$ cat src/rtl/ps2_kbd_pkg.sv
// Shared constants for the PS/2 keyboard controller: scan codes, key indices, FSM states.
package ps2_kbd_pkg;

  localparam logic [7:0] SC_E0      = 8'hE0;
  localparam logic [7:0] SC_F0      = 8'hF0;
  localparam logic [7:0] CMD_RESET  = 8'hFF;
  localparam logic [7:0] SC_ACK     = 8'hFA;
  localparam logic [7:0] SC_BAT_OK  = 8'hAA;
  localparam logic [7:0] SC_BAT_ERR = 8'hFC;
  localparam logic [7:0] SC_RESEND  = 8'hFE;

  localparam logic [7:0] SC_UP      = 8'h1D;
  localparam logic [7:0] SC_DOWN    = 8'h1B;
  localparam logic [7:0] SC_LEFT    = 8'h1C;
  localparam logic [7:0] SC_RIGHT   = 8'h23;
  localparam logic [7:0] SC_FIRE    = 8'h29;
  localparam logic [7:0] SC_FIRE2   = 8'h5A;
  localparam logic [7:0] SC_UP2     = 8'h75;
  localparam logic [7:0] SC_DOWN2   = 8'h72;
  localparam logic [7:0] SC_LEFT2   = 8'h6B;
  localparam logic [7:0] SC_RIGHT2  = 8'h74;

  localparam int NUM_KEYS = 10;

  localparam logic [3:0] KEY_UP     = 4'd0;
  localparam logic [3:0] KEY_DOWN   = 4'd1;
  localparam logic [3:0] KEY_LEFT   = 4'd2;
  localparam logic [3:0] KEY_RIGHT  = 4'd3;
  localparam logic [3:0] KEY_FIRE   = 4'd4;
  localparam logic [3:0] KEY_UP2    = 4'd5;
  localparam logic [3:0] KEY_DOWN2  = 4'd6;
  localparam logic [3:0] KEY_LEFT2  = 4'd7;
  localparam logic [3:0] KEY_RIGHT2 = 4'd8;
  localparam logic [3:0] KEY_FIRE2  = 4'd9;

  typedef enum logic [2:0] {
    SEND_RST,
    WAIT_SENT,
    WAIT_ACK,
    WAIT_BAT,
    RUN,
    FAIL
  } kbd_state_e;

endpackage

$ cat src/rtl/ps2_scan_map.sv
// Combinational (ext, code) -> key index lookup; codes only match under their own ext value.
module ps2_scan_map
  import ps2_kbd_pkg::*;
(
  input  logic       ext_i,
  input  logic [7:0] code_i,
  output logic       hit_o,
  output logic [3:0] index_o
);

  always_comb begin
    hit_o   = 1'b1;
    index_o = KEY_UP;
    if (!ext_i) begin
      case (code_i)
        SC_UP:    index_o = KEY_UP;
        SC_DOWN:  index_o = KEY_DOWN;
        SC_LEFT:  index_o = KEY_LEFT;
        SC_RIGHT: index_o = KEY_RIGHT;
        SC_FIRE:  index_o = KEY_FIRE;
        SC_FIRE2: index_o = KEY_FIRE2;
        default:  hit_o   = 1'b0;
      endcase
    end else begin
      case (code_i)
        SC_UP2:    index_o = KEY_UP2;
        SC_DOWN2:  index_o = KEY_DOWN2;
        SC_LEFT2:  index_o = KEY_LEFT2;
        SC_RIGHT2: index_o = KEY_RIGHT2;
        default:   hit_o   = 1'b0;
      endcase
    end
  end

endmodule

$ cat src/rtl/ps2_keyboard_ctrl.sv
// PS/2 keyboard bring-up (reset command, ACK, BAT with retries) and scan-code decode to key levels/pulses.
module ps2_keyboard_ctrl
  import ps2_kbd_pkg::*;
#(
  parameter int ACK_TIMEOUT = 2_500_000,
  parameter int BAT_TIMEOUT = 50_000_000,
  parameter int MAX_RETRY   = 3
) (
  input  logic                CLOCK_50,
  input  logic                reset,
  output logic [7:0]          ps2_command,
  output logic                ps2_send,
  input  logic                ps2_send_done,
  input  logic                ps2_send_error,
  input  logic [7:0]          ps2_data,
  input  logic                ps2_data_valid,
  output logic [NUM_KEYS-1:0] key_held,
  output logic [NUM_KEYS-1:0] key_press,
  output logic                init_done,
  output logic                init_fail
);

  localparam int TMO_MAX = (BAT_TIMEOUT > ACK_TIMEOUT) ? BAT_TIMEOUT : ACK_TIMEOUT;
  localparam int TMO_W   = $clog2(TMO_MAX) + 1;
  localparam int ATT_W   = $clog2(MAX_RETRY + 1);

  kbd_state_e          state_q, state_d;
  logic [ATT_W-1:0]    attempt_q, attempt_d, attempt_inc;
  logic [TMO_W-1:0]    tmo_q, tmo_d;
  logic                ext_q, ext_d, brk_q, brk_d;
  logic [NUM_KEYS-1:0] held_q, held_d, press_q, press_d;
  logic                send_q, send_d;
  logic [7:0]          cmd_q, cmd_d;
  logic                retry, decode_en, in_wait;
  logic                map_hit;
  logic [3:0]          map_index;
  logic [NUM_KEYS-1:0] key_sel;

  ps2_scan_map u_map (
    .ext_i   (ext_q),
    .code_i  (ps2_data),
    .hit_o   (map_hit),
    .index_o (map_index)
  );

  for (genvar gi = 0; gi < NUM_KEYS; gi++) begin : g_sel
    assign key_sel[gi] = map_hit && (map_index == 4'(gi));
  end

  assign attempt_inc = attempt_q + ATT_W'(1);
  assign decode_en   = (state_q == RUN) || (state_q == FAIL);
  assign in_wait     = (state_q == WAIT_ACK) || (state_q == WAIT_BAT);

  always_comb begin
    state_d   = state_q;
    attempt_d = attempt_q;
    retry     = 1'b0;
    send_d    = 1'b0;
    cmd_d     = cmd_q;
    ext_d     = ext_q;
    brk_d     = brk_q;
    held_d    = held_q;
    press_d   = '0;

    case (state_q)
      SEND_RST: begin
        send_d  = 1'b1;
        cmd_d   = CMD_RESET;
        state_d = WAIT_SENT;
      end
      WAIT_SENT: begin
        if (ps2_send_done)       state_d = WAIT_ACK;
        else if (ps2_send_error) retry   = 1'b1;
      end
      WAIT_ACK: begin
        if (ps2_data_valid && ps2_data == SC_ACK)      state_d = WAIT_BAT;
        else if (tmo_q == TMO_W'(ACK_TIMEOUT - 1))     retry   = 1'b1;
      end
      WAIT_BAT: begin
        if (ps2_data_valid && ps2_data == SC_BAT_OK)       state_d = RUN;
        else if (ps2_data_valid && ps2_data == SC_BAT_ERR) retry   = 1'b1;
        else if (tmo_q == TMO_W'(BAT_TIMEOUT - 1))         retry   = 1'b1;
      end
      default: ;
    endcase

    if (retry) begin
      attempt_d = attempt_inc;
      state_d   = (attempt_inc < ATT_W'(MAX_RETRY)) ? SEND_RST : FAIL;
    end

    // Hot-plug BAT and stray ACK/RESEND are only special once the keyboard is up.
    if (decode_en && ps2_data_valid) begin
      if (state_q == RUN && ps2_data == SC_BAT_OK) begin
        held_d = '0;
        ext_d  = 1'b0;
        brk_d  = 1'b0;
      end else if (state_q == RUN && (ps2_data == SC_ACK || ps2_data == SC_RESEND)) begin
        held_d = held_q;
      end else if (ps2_data == SC_E0) begin
        ext_d = 1'b1;
      end else if (ps2_data == SC_F0) begin
        brk_d = 1'b1;
      end else begin
        held_d  = brk_q ? (held_q & ~key_sel) : (held_q | key_sel);
        press_d = brk_q ? '0 : (key_sel & ~held_q);
        ext_d   = 1'b0;
        brk_d   = 1'b0;
      end
    end
  end

  assign tmo_d = (state_d != state_q || !in_wait) ? '0 : tmo_q + TMO_W'(1);

  always_ff @(posedge CLOCK_50) begin
    if (reset) begin
      state_q   <= SEND_RST;
      attempt_q <= '0;
      tmo_q     <= '0;
      ext_q     <= 1'b0;
      brk_q     <= 1'b0;
      held_q    <= '0;
      press_q   <= '0;
      send_q    <= 1'b0;
      cmd_q     <= 8'h00;
    end else begin
      state_q   <= state_d;
      attempt_q <= attempt_d;
      tmo_q     <= tmo_d;
      ext_q     <= ext_d;
      brk_q     <= brk_d;
      held_q    <= held_d;
      press_q   <= press_d;
      send_q    <= send_d;
      cmd_q     <= cmd_d;
    end
  end

  assign ps2_command = cmd_q;
  assign ps2_send    = send_q;
  assign key_held    = held_q;
  assign key_press   = press_q;
  assign init_done   = (state_q == RUN);
  assign init_fail   = (state_q == FAIL);

endmodule

$ cat config.mk
export PLATFORM = sky130hd
export DESIGN_NAME = ps2_keyboard_ctrl
export DESIGN_NICKNAME = d
export VERILOG_FILES = /design/src/rtl/ps2_kbd_pkg.sv /design/src/rtl/ps2_scan_map.sv /design/src/rtl/ps2_keyboard_ctrl.sv
export SDC_FILE = /design/constraint.sdc
export NUM_CORES = 1
export LEC_CHECK = 0
export ABC_AREA = 0
export ABC_CLOCK_PERIOD_IN_PS = 2700
export CAP_MARGIN = 20
export CORE_UTILIZATION = 35
export CTS_CLUSTER_DIAMETER = 40
export DETAILED_ROUTE_END_ITERATION = 16
export PLACE_DENSITY = 0.64
export REMOVE_ABC_BUFFERS = 1
export SETUP_SLACK_MARGIN = 0.02
export SYNTH_ARGS = -nofsm -noshare
export SYNTH_HDL_FRONTEND = slang
export SYNTH_SLANG_ARGS = --single-unit
$ cat constraint.sdc
create_clock -name CLOCK_50 -period 2.7 [get_ports CLOCK_50]
set_input_delay 0.405 -clock CLOCK_50 [delete_from_list [all_inputs] [get_ports CLOCK_50]]
set_output_delay 0.405 -clock CLOCK_50 [all_outputs]
set_load 0.02 [all_outputs]
==> metrics.yaml, run 1 <==
floorplanning:
  io_pins: 44
  core_sq_um: 8175
  fp.dieW_um: 93.83
  dieHeight_um: 93.83
  std_cell_rows: 33
  dieArea_sq_um: 8804
  start_util: 0.3610
synthesis:
  synthFlopType: "dfxtp_1"
  yosys_warnings: 0
  synth-edff-count: 0
  synth_xor_area_frac: 0.07715
  yosysUniqueCellTypes: 61
  ys_seq_area_frac: 0.3798
  netlist_instances: 334
  synth_simple_gate_area_frac: 0.3641
  synth_fa_ha_area_frac: 0.008478
  netlist_area_sq_um: 2952
  synth_top_family_by_area: "simple AND/OR/NAND/NOR gates"
  ys_ff_latch: 56
  async_flop_share: 0
  synth.area.mux_share: 0.03095
  syn_avg_cell_area_sq_um: 8.837
  synth_compound_area_frac: 0.08351
cells_and_area:
  antenna_cells_inserted: 0
  design_area_sq_um: 3712
  area_growth_pct: 25.77
  drive_above_1_share: 0.1586
  nNetsFinal: 405
  final_util: 0.4541
setup_path:
  criticalPathCategory: "input port to flip-flop"
  crit_path_start_kind: "input port"
  slowest_stage: "clkdlybuf4s50_1"
  rrSetupSlack_ps: 520
  critical_path_depth: 8
  worstPathRequired_ps: 2910
  setup.worst_path.start: "ps2_data[4]"
  crit-reg2reg-launch: "tmo_q[4]"
  worst_r2r_endpoint: "tmo_q[21]"
  arrival_ps: 2650
  cp_max_fo: 8
  reg2regPathDepth: 6
  cpLargestDelayFamily: "simple AND/OR/NAND/NOR gates"
  slowest_delay_ps: 540
  cp.buffers_inverters: 2
  crit_end: "key_held[4]"
  worst_setup_path_end_kind: "flip-flop"
  crit_chain: "clkdlybuf4s50_1 > nor4b_2 > buf_4 > a41oi_2 > a31oi_4 > nand2_4 > or4_1 > mux2i_1"
detailed_routing:
  ant_nets: 0
  via_per_inst: 5.214
  vias: 2586
  firstDrtPassIters: 4
  drt_iter0_markers: 104
  wire_per_inst_um: 13.62
  drt_wl_total_um: 6756
  drc: 0
timing:
  worstMarginPinSlew_ps: 673.9
  maxSlewHeadroom: 0.5466
  fmax_mhz: 408.4
  skew_ps: 5.193
  setup_viol: 0
  holdWs_ps: 464.7
  fin_setup_tns_ps: 0
  min_period_ps: 2449
  finalHoldViolCount: 0
  rsz0062_at_grt: "no"
  period_share: 0.9069
  slew_violations: 0
grt:
  grt-ovfl-total: 0
  antenna_found_initial: 0
  grt_use_total: 0.1669
  first_global_vias: 2463
  grt_pass1_wl_um: 11640
  grt_max_degree: 28
power_and_ir_drop:
  p_int_w: 0.001206
  combPwrFrac: 0.119
  leakagePower_nw: 1.254
  power.density_nw_per_um2: 426.2
  vdd_ir_drop_max_mv: 0.2357
  power_switching_w: 0.0003763
  clock_power_share: 0.340
  netSwitchingFraction: 0.2378
  p_seq_frac: 0.540
worst_hold_path:
  min_path_type: "flip-flop to flip-flop"
  holdPathStages: 1
placement:
  post_dp_cell_area_sq_um: 3605
  hpwlAfterDp_um: 5269
  gp_congestion: 0.8816
  portBuffers: 43
clocking:
  cts_resized: 0
  cts_root_buf: "clkbuf_8"
  path_clk_slew_ps: 90
  clkLatencyLatePin_ps: 310
  cts_buffers: 5
  cts.sink_count: 56
  cts_setup_buffers: 0
  cts_max_level: 2
  cts_hold_buf: 0
  cts_tree: "built"
  clk_path_buf_depth: 2
flow_run:
  maxCapViolations: 0
outcome:
  run_status: "complete, no violations"
-- synthesized netlist by cell type, types with 2 or more instances --
master | number | area, sq um
and3_1 | 5 | 31.28
and4_1 | 2 | 17.52
nor4bb_1 | 3 | 30.03
nor4b_2 | 2 | 30.03
nor4_1 | 8 | 50.05
buf_4 | 8 | 60.06
o21ai_0 | 4 | 20.02
nand3b_1 | 4 | 30.03
xnor2_1 | 16 | 140.1
and2b_2 | 3 | 26.28
a21oi_1 | 6 | 30.03
nand2_1 | 19 | 71.32
and2_1 | 2 | 12.51
clkbuf_1 | 6 | 22.52
nand3_1 | 22 | 110.1
xor2_1 | 10 | 87.58
nor2b_1 | 3 | 18.77
nor3_2 | 8 | 80.08
ha_1 | 2 | 25.02
nor3_1 | 6 | 30.03
nor4b_1 | 5 | 43.79
mux2i_1 | 8 | 80.08
or3_1 | 4 | 25.02
inv_1 | 9 | 33.78
a211oi_1 | 2 | 15.01
buf_2 | 6 | 30.03
o21ai_1 | 2 | 10.01
and2_4 | 2 | 17.52
dfxtp_1 | 56 | 1121
nor2_1 | 50 | 187.7
nor3b_1 | 3 | 22.52
and4bb_1 | 4 | 50.05
o31ai_1 | 2 | 15.01
nand4_1 | 14 | 87.58
a41oi_1 | 2 | 17.52
-- sequential cells by signal, indices dropped and copies added, names as in the netlist --
signal       count
tmo_q           27
key_held        10
key_press       10
state_q          3
attempt_q        2
brk_q            1
ext_q            1
ps2_command      1
ps2_send         1
-- cell usage in the layout, fill, tap and decap left out, types with 3 or more instances in the layout --
cell	Yosys	routed
nand2_1	19	19
and3_1	5	5
dfxtp_1	56	56
mux2i_1	8	8
inv_1	9	9
and2b_2	3	3
nor4bb_1	3	3
nand3_1	22	22
xnor2_1	16	16
clkdlybuf4s50_1	0	43
buf_4	8	27
nor3_2	8	8
and4bb_1	4	4
nor4_1	8	8
nand4_1	14	14
nand3b_1	4	4
nor2_1	50	50
nor3_1	6	6
or3_1	4	4
a21oi_1	6	6
o21ai_0	4	4
clkbuf_8	0	5
xor2_1	10	10
nor4b_1	5	5
nor3b_1	3	3
nor2b_1	3	3
-- how the worst min path moves through the flow --
stage          slack (ps)      endpoint        start
3_5_place_dp          460  key_press[6]  key_held[6]
6_report              460  key_press[8]  key_held[8]
5_1_grt               490  key_press[6]  key_held[6]
3_3_place_gp          440      tmo_q[0]     tmo_q[0]
2_1_floorplan         430      tmo_q[0]     tmo_q[0]
4_1_cts               470  key_press[8]  key_held[8]
-- metrics by stage --
step | setup slack (ps) | instances | power, W
after global routing | 133.3 | 496 | 0.001649
after detailed placement | -88.12 | 488 | 0.001063
after CTS | 246.4 | 496 | 0.001600
final | 251.3 | 496 | 0.001582
after floorplan | 425.1 | 312 | 0.0009519
after global placement | -45.33 | 488 | 0.001060
-- metal layers --
metal,track usage,share of wire
met1,0.2114,0.47
met2,0.2835,0.47
met3,0.03722,0.046
met4,0.04487,0.010
met5,0,0
-- power groups by stage --
stage	logic [W]	registers, W	clock network [W]
floorplan	0.0000551	0.000897	0
global placement	0.000187	0.000873	0
detailed placement	0.000189	0.000874	0
CTS	0.000190	0.000855	0.000555
global route	0.000204	0.000858	0.000587
finish	0.000189	0.000855	0.000539
-- area by class of cell --
type	instances	area [sq um]
clock buffer	6	72.57
clock inverter	2	35.03
fill	794	4463
inverter	9	33.78
multi-input combinational	247	1665
sequential	56	1121
tap	105	131.4
timing repair buffer	71	653.1
-- logic make-up (layout without fill, tap and decap cells) --
| group | count (synthesis) | in the layout |
|---|---|---|
| AND/OR/NAND/NOR | 179 | 179 |
| flip-flops | 56 | 56 |
| AO/OA/AOI/OAI | 31 | 31 |
| buffers and inverters | 31 | 88 |
| XOR/XNOR | 26 | 26 |
| multiplexers | 9 | 9 |
| adder cells (fa/ha/maj) | 2 | 2 |
Note: power is estimated with default switching activity, not from simulation.
==> inputs of run 2 (changes only) <==
Settings changed: ABC_CLOCK_PERIOD_IN_PS 2700 to 2600.
Clock period 2.7 ns to 2.6 ns, I/O delays scaled along.
==> metrics.yaml, run 2 (same netlist as run 1, synthesis figures left out) <==
floorplanning:
  io_pins: 44  # unchanged
  core_sq_um: 8175  # unchanged
  dieHeight_um: 93.83  # unchanged
  start_util: 0.3610  # unchanged
  fp.dieW_um: 93.83  # unchanged
  std_cell_rows: 33  # unchanged
  dieArea_sq_um: 8804  # unchanged
power_and_ir_drop:
  leakagePower_nw: 1.308  # +4.3%
  p_seq_frac: 0.538  # -0.002
  netSwitchingFraction: 0.2395  # +0.001715
  vdd_ir_drop_max_mv: 0.3214  # +36%
  power.density_nw_per_um2: 435.4  # +2.1%
  power_w: 0.001652  # +4.4%
  p_int_w: 0.001257  # +4.2%
  power_switching_w: 0.0003957  # +5.2%
  clock_power_share: 0.341  # about the same
  combPwrFrac: 0.121  # +0.002
detailed_routing:
  wire_per_inst_um: 13.38  # -1.8%
  via_per_inst: 5.219  # +0.10%
  drc: 0  # unchanged
  drt_iter0_markers: 91  # -13%
  firstDrtPassIters: 4  # unchanged
  drt_wl_total_um: 6783  # +0.40%
  ant_nets: 0  # unchanged
  vias: 2646  # +2.3%
timing:
  maxSlewHeadroom: 0.6734  # +0.1269
  min_period_ps: 2453
  slew_violations: 0  # unchanged
  fmax_mhz: 407.7
  rsz0062_at_grt: "no"
  worstMarginPinSlew_ps: 483.0  # -190.9 ps
  finalHoldViolCount: 0  # unchanged
  setup_viol: 0  # unchanged
  skew_ps: 5.323  # +0.1297 ps
  holdWs_ps: 461.3  # -3.416 ps
  period_share: 0.9433
cells_and_area:
  largest_register_ffs: 27  # unchanged
  layout.cells.most_common: "dfxtp_1"
  n_fill_cell: 825  # +3.9%
  largest-register: "tmo_q"
  area_growth_pct: 28.57
  design_area_sq_um: 3795  # +2.2%
  drive_above_1_share: 0.1816  # +0.02302
  ff_latch_area_sq_um: 1121  # unchanged
  antenna_cells_inserted: 0  # unchanged
  layout_common_cells: "56 x dfxtp_1, 50 x nor2_1, 43 x clkdlybuf4s50_1"
  multi_input_area_sq_um: 1665  # unchanged
  final_util: 0.4642  # +0.01010
  nNetsFinal: 416  # +2.7%
clocking:
  cts_root_buf: "clkbuf_8"
  cts_setup_buffers: 0  # unchanged
  cts_buffers: 5  # unchanged
  cts_tree: "built"
  path_clk_slew_ps: 90  # about the same
  clkLatencyLatePin_ps: 310  # about the same
  cts.sink_count: 56  # unchanged
  cts_hold_buf: 0  # unchanged
  cts_resized: 0  # unchanged
  cts_max_level: 2  # unchanged
  clk_path_buf_depth: 2  # unchanged
placement:
  portBuffers: 43  # unchanged
  gp_congestion: 0.8722  # -1.1%
  post_dp_cell_area_sq_um: 3687  # +2.3%
  hpwlAfterDp_um: 5332  # +1.2%
grt:
  grt_use_total: 0.1653  # -0.001600
  grt_max_degree: 28  # unchanged
  first_global_vias: 2533  # +2.8%
  antenna_found_initial: 0  # unchanged
  grt_pass1_wl_um: 11700  # +0.53%
  grt-ovfl-total: 0  # unchanged
setup_path:
  crit_chain: "clkdlybuf4s50_1 > and4bb_1 > o2111ai_1 > a31oi_4 > nor4_1 > buf_4 > mux2i_1 > nor2_1"
  slowest_delay_ps: 620  # +80 ps
  arrival_ps: 2640  # about the same
  worstPathRequired_ps: 2790  # -120 ps
  criticalPathCategory: "input port to flip-flop"
  crit_path_start_kind: "input port"
  cp_max_fo: 8  # unchanged
  slowest_stage: "clkdlybuf4s50_1"
  worst_setup_path_end_kind: "flip-flop"
worst_hold_path:
  min_path_type: "flip-flop to flip-flop"
outcome:
  run_status: "complete, no violations"
flow_run:
  maxCapViolations: 0  # unchanged
[run 2: path summary, 6_finish.rpt]
check / end / cells after the start / startpoint / slack, ps
worst min-delay path: key_press[5] / 1 / key_held[5] / 460
worst min register to register: key_press[5] / 1 / key_held[5] / 460
worst max-delay path: key_held[2] / 8 / ps2_data[4] / 150
worst max register to register: key_press[6] / 6 / state_q[0] / 510
[run 2: power by group through the flow]
stage / clock network (W) / logic [W] / registers, W
2_1_floorplan: 0 / 0.0000572 / 0.000931
3_3_place_gp: 0 / 0.000198 / 0.000907
3_5_place_dp: 0 / 0.000200 / 0.000908
4_1_cts: 0.000583 / 0.000201 / 0.000888
5_1_grt: 0.000612 / 0.000217 / 0.000891
6_report: 0.000563 / 0.000201 / 0.000888
[run 2: metrics by stage]
stage          worst slack, ps  setup TNS, ps  instances
2_1_floorplan            325.1              0        312
3_3_place_gp            -86.71         -455.5        499
6_report                 147.5              0        507
5_1_grt                  62.09              0        507
3_5_place_dp            -178.7          -1278        499
4_1_cts                  149.5              0        507
[run 2: critical path: cells and delay by family]
kind | cells | cell delay (ps)
simple gates | 3 | 690
mux | 1 | 160
compound gates | 2 | 590
buf+inv | 2 | 800
[run 2: metal layers]
layer	GRT usage	part of all wire
met1	0.2109	0.47
met2	0.2883	0.48
met3	0.03074	0.042
met4	0.03462	0.0069
met5	0	0
[run 2: final cells by class]
class	count	area share
clock buffer	6	0.01912
sequential	56	0.2954
multi-input combinational	247	0.4388
timing repair buffer	82	0.1939
inverter	9	0.008902
clock inverter	2	0.009232
tap	105	0.03462
==> inputs of run 3 (changes only) <==
Settings changed: SKIP_CTS_REPAIR_TIMING set to 1.
==> results of run 3 <==
The final DEF is identical to that of run 2; final timing and power are the same.
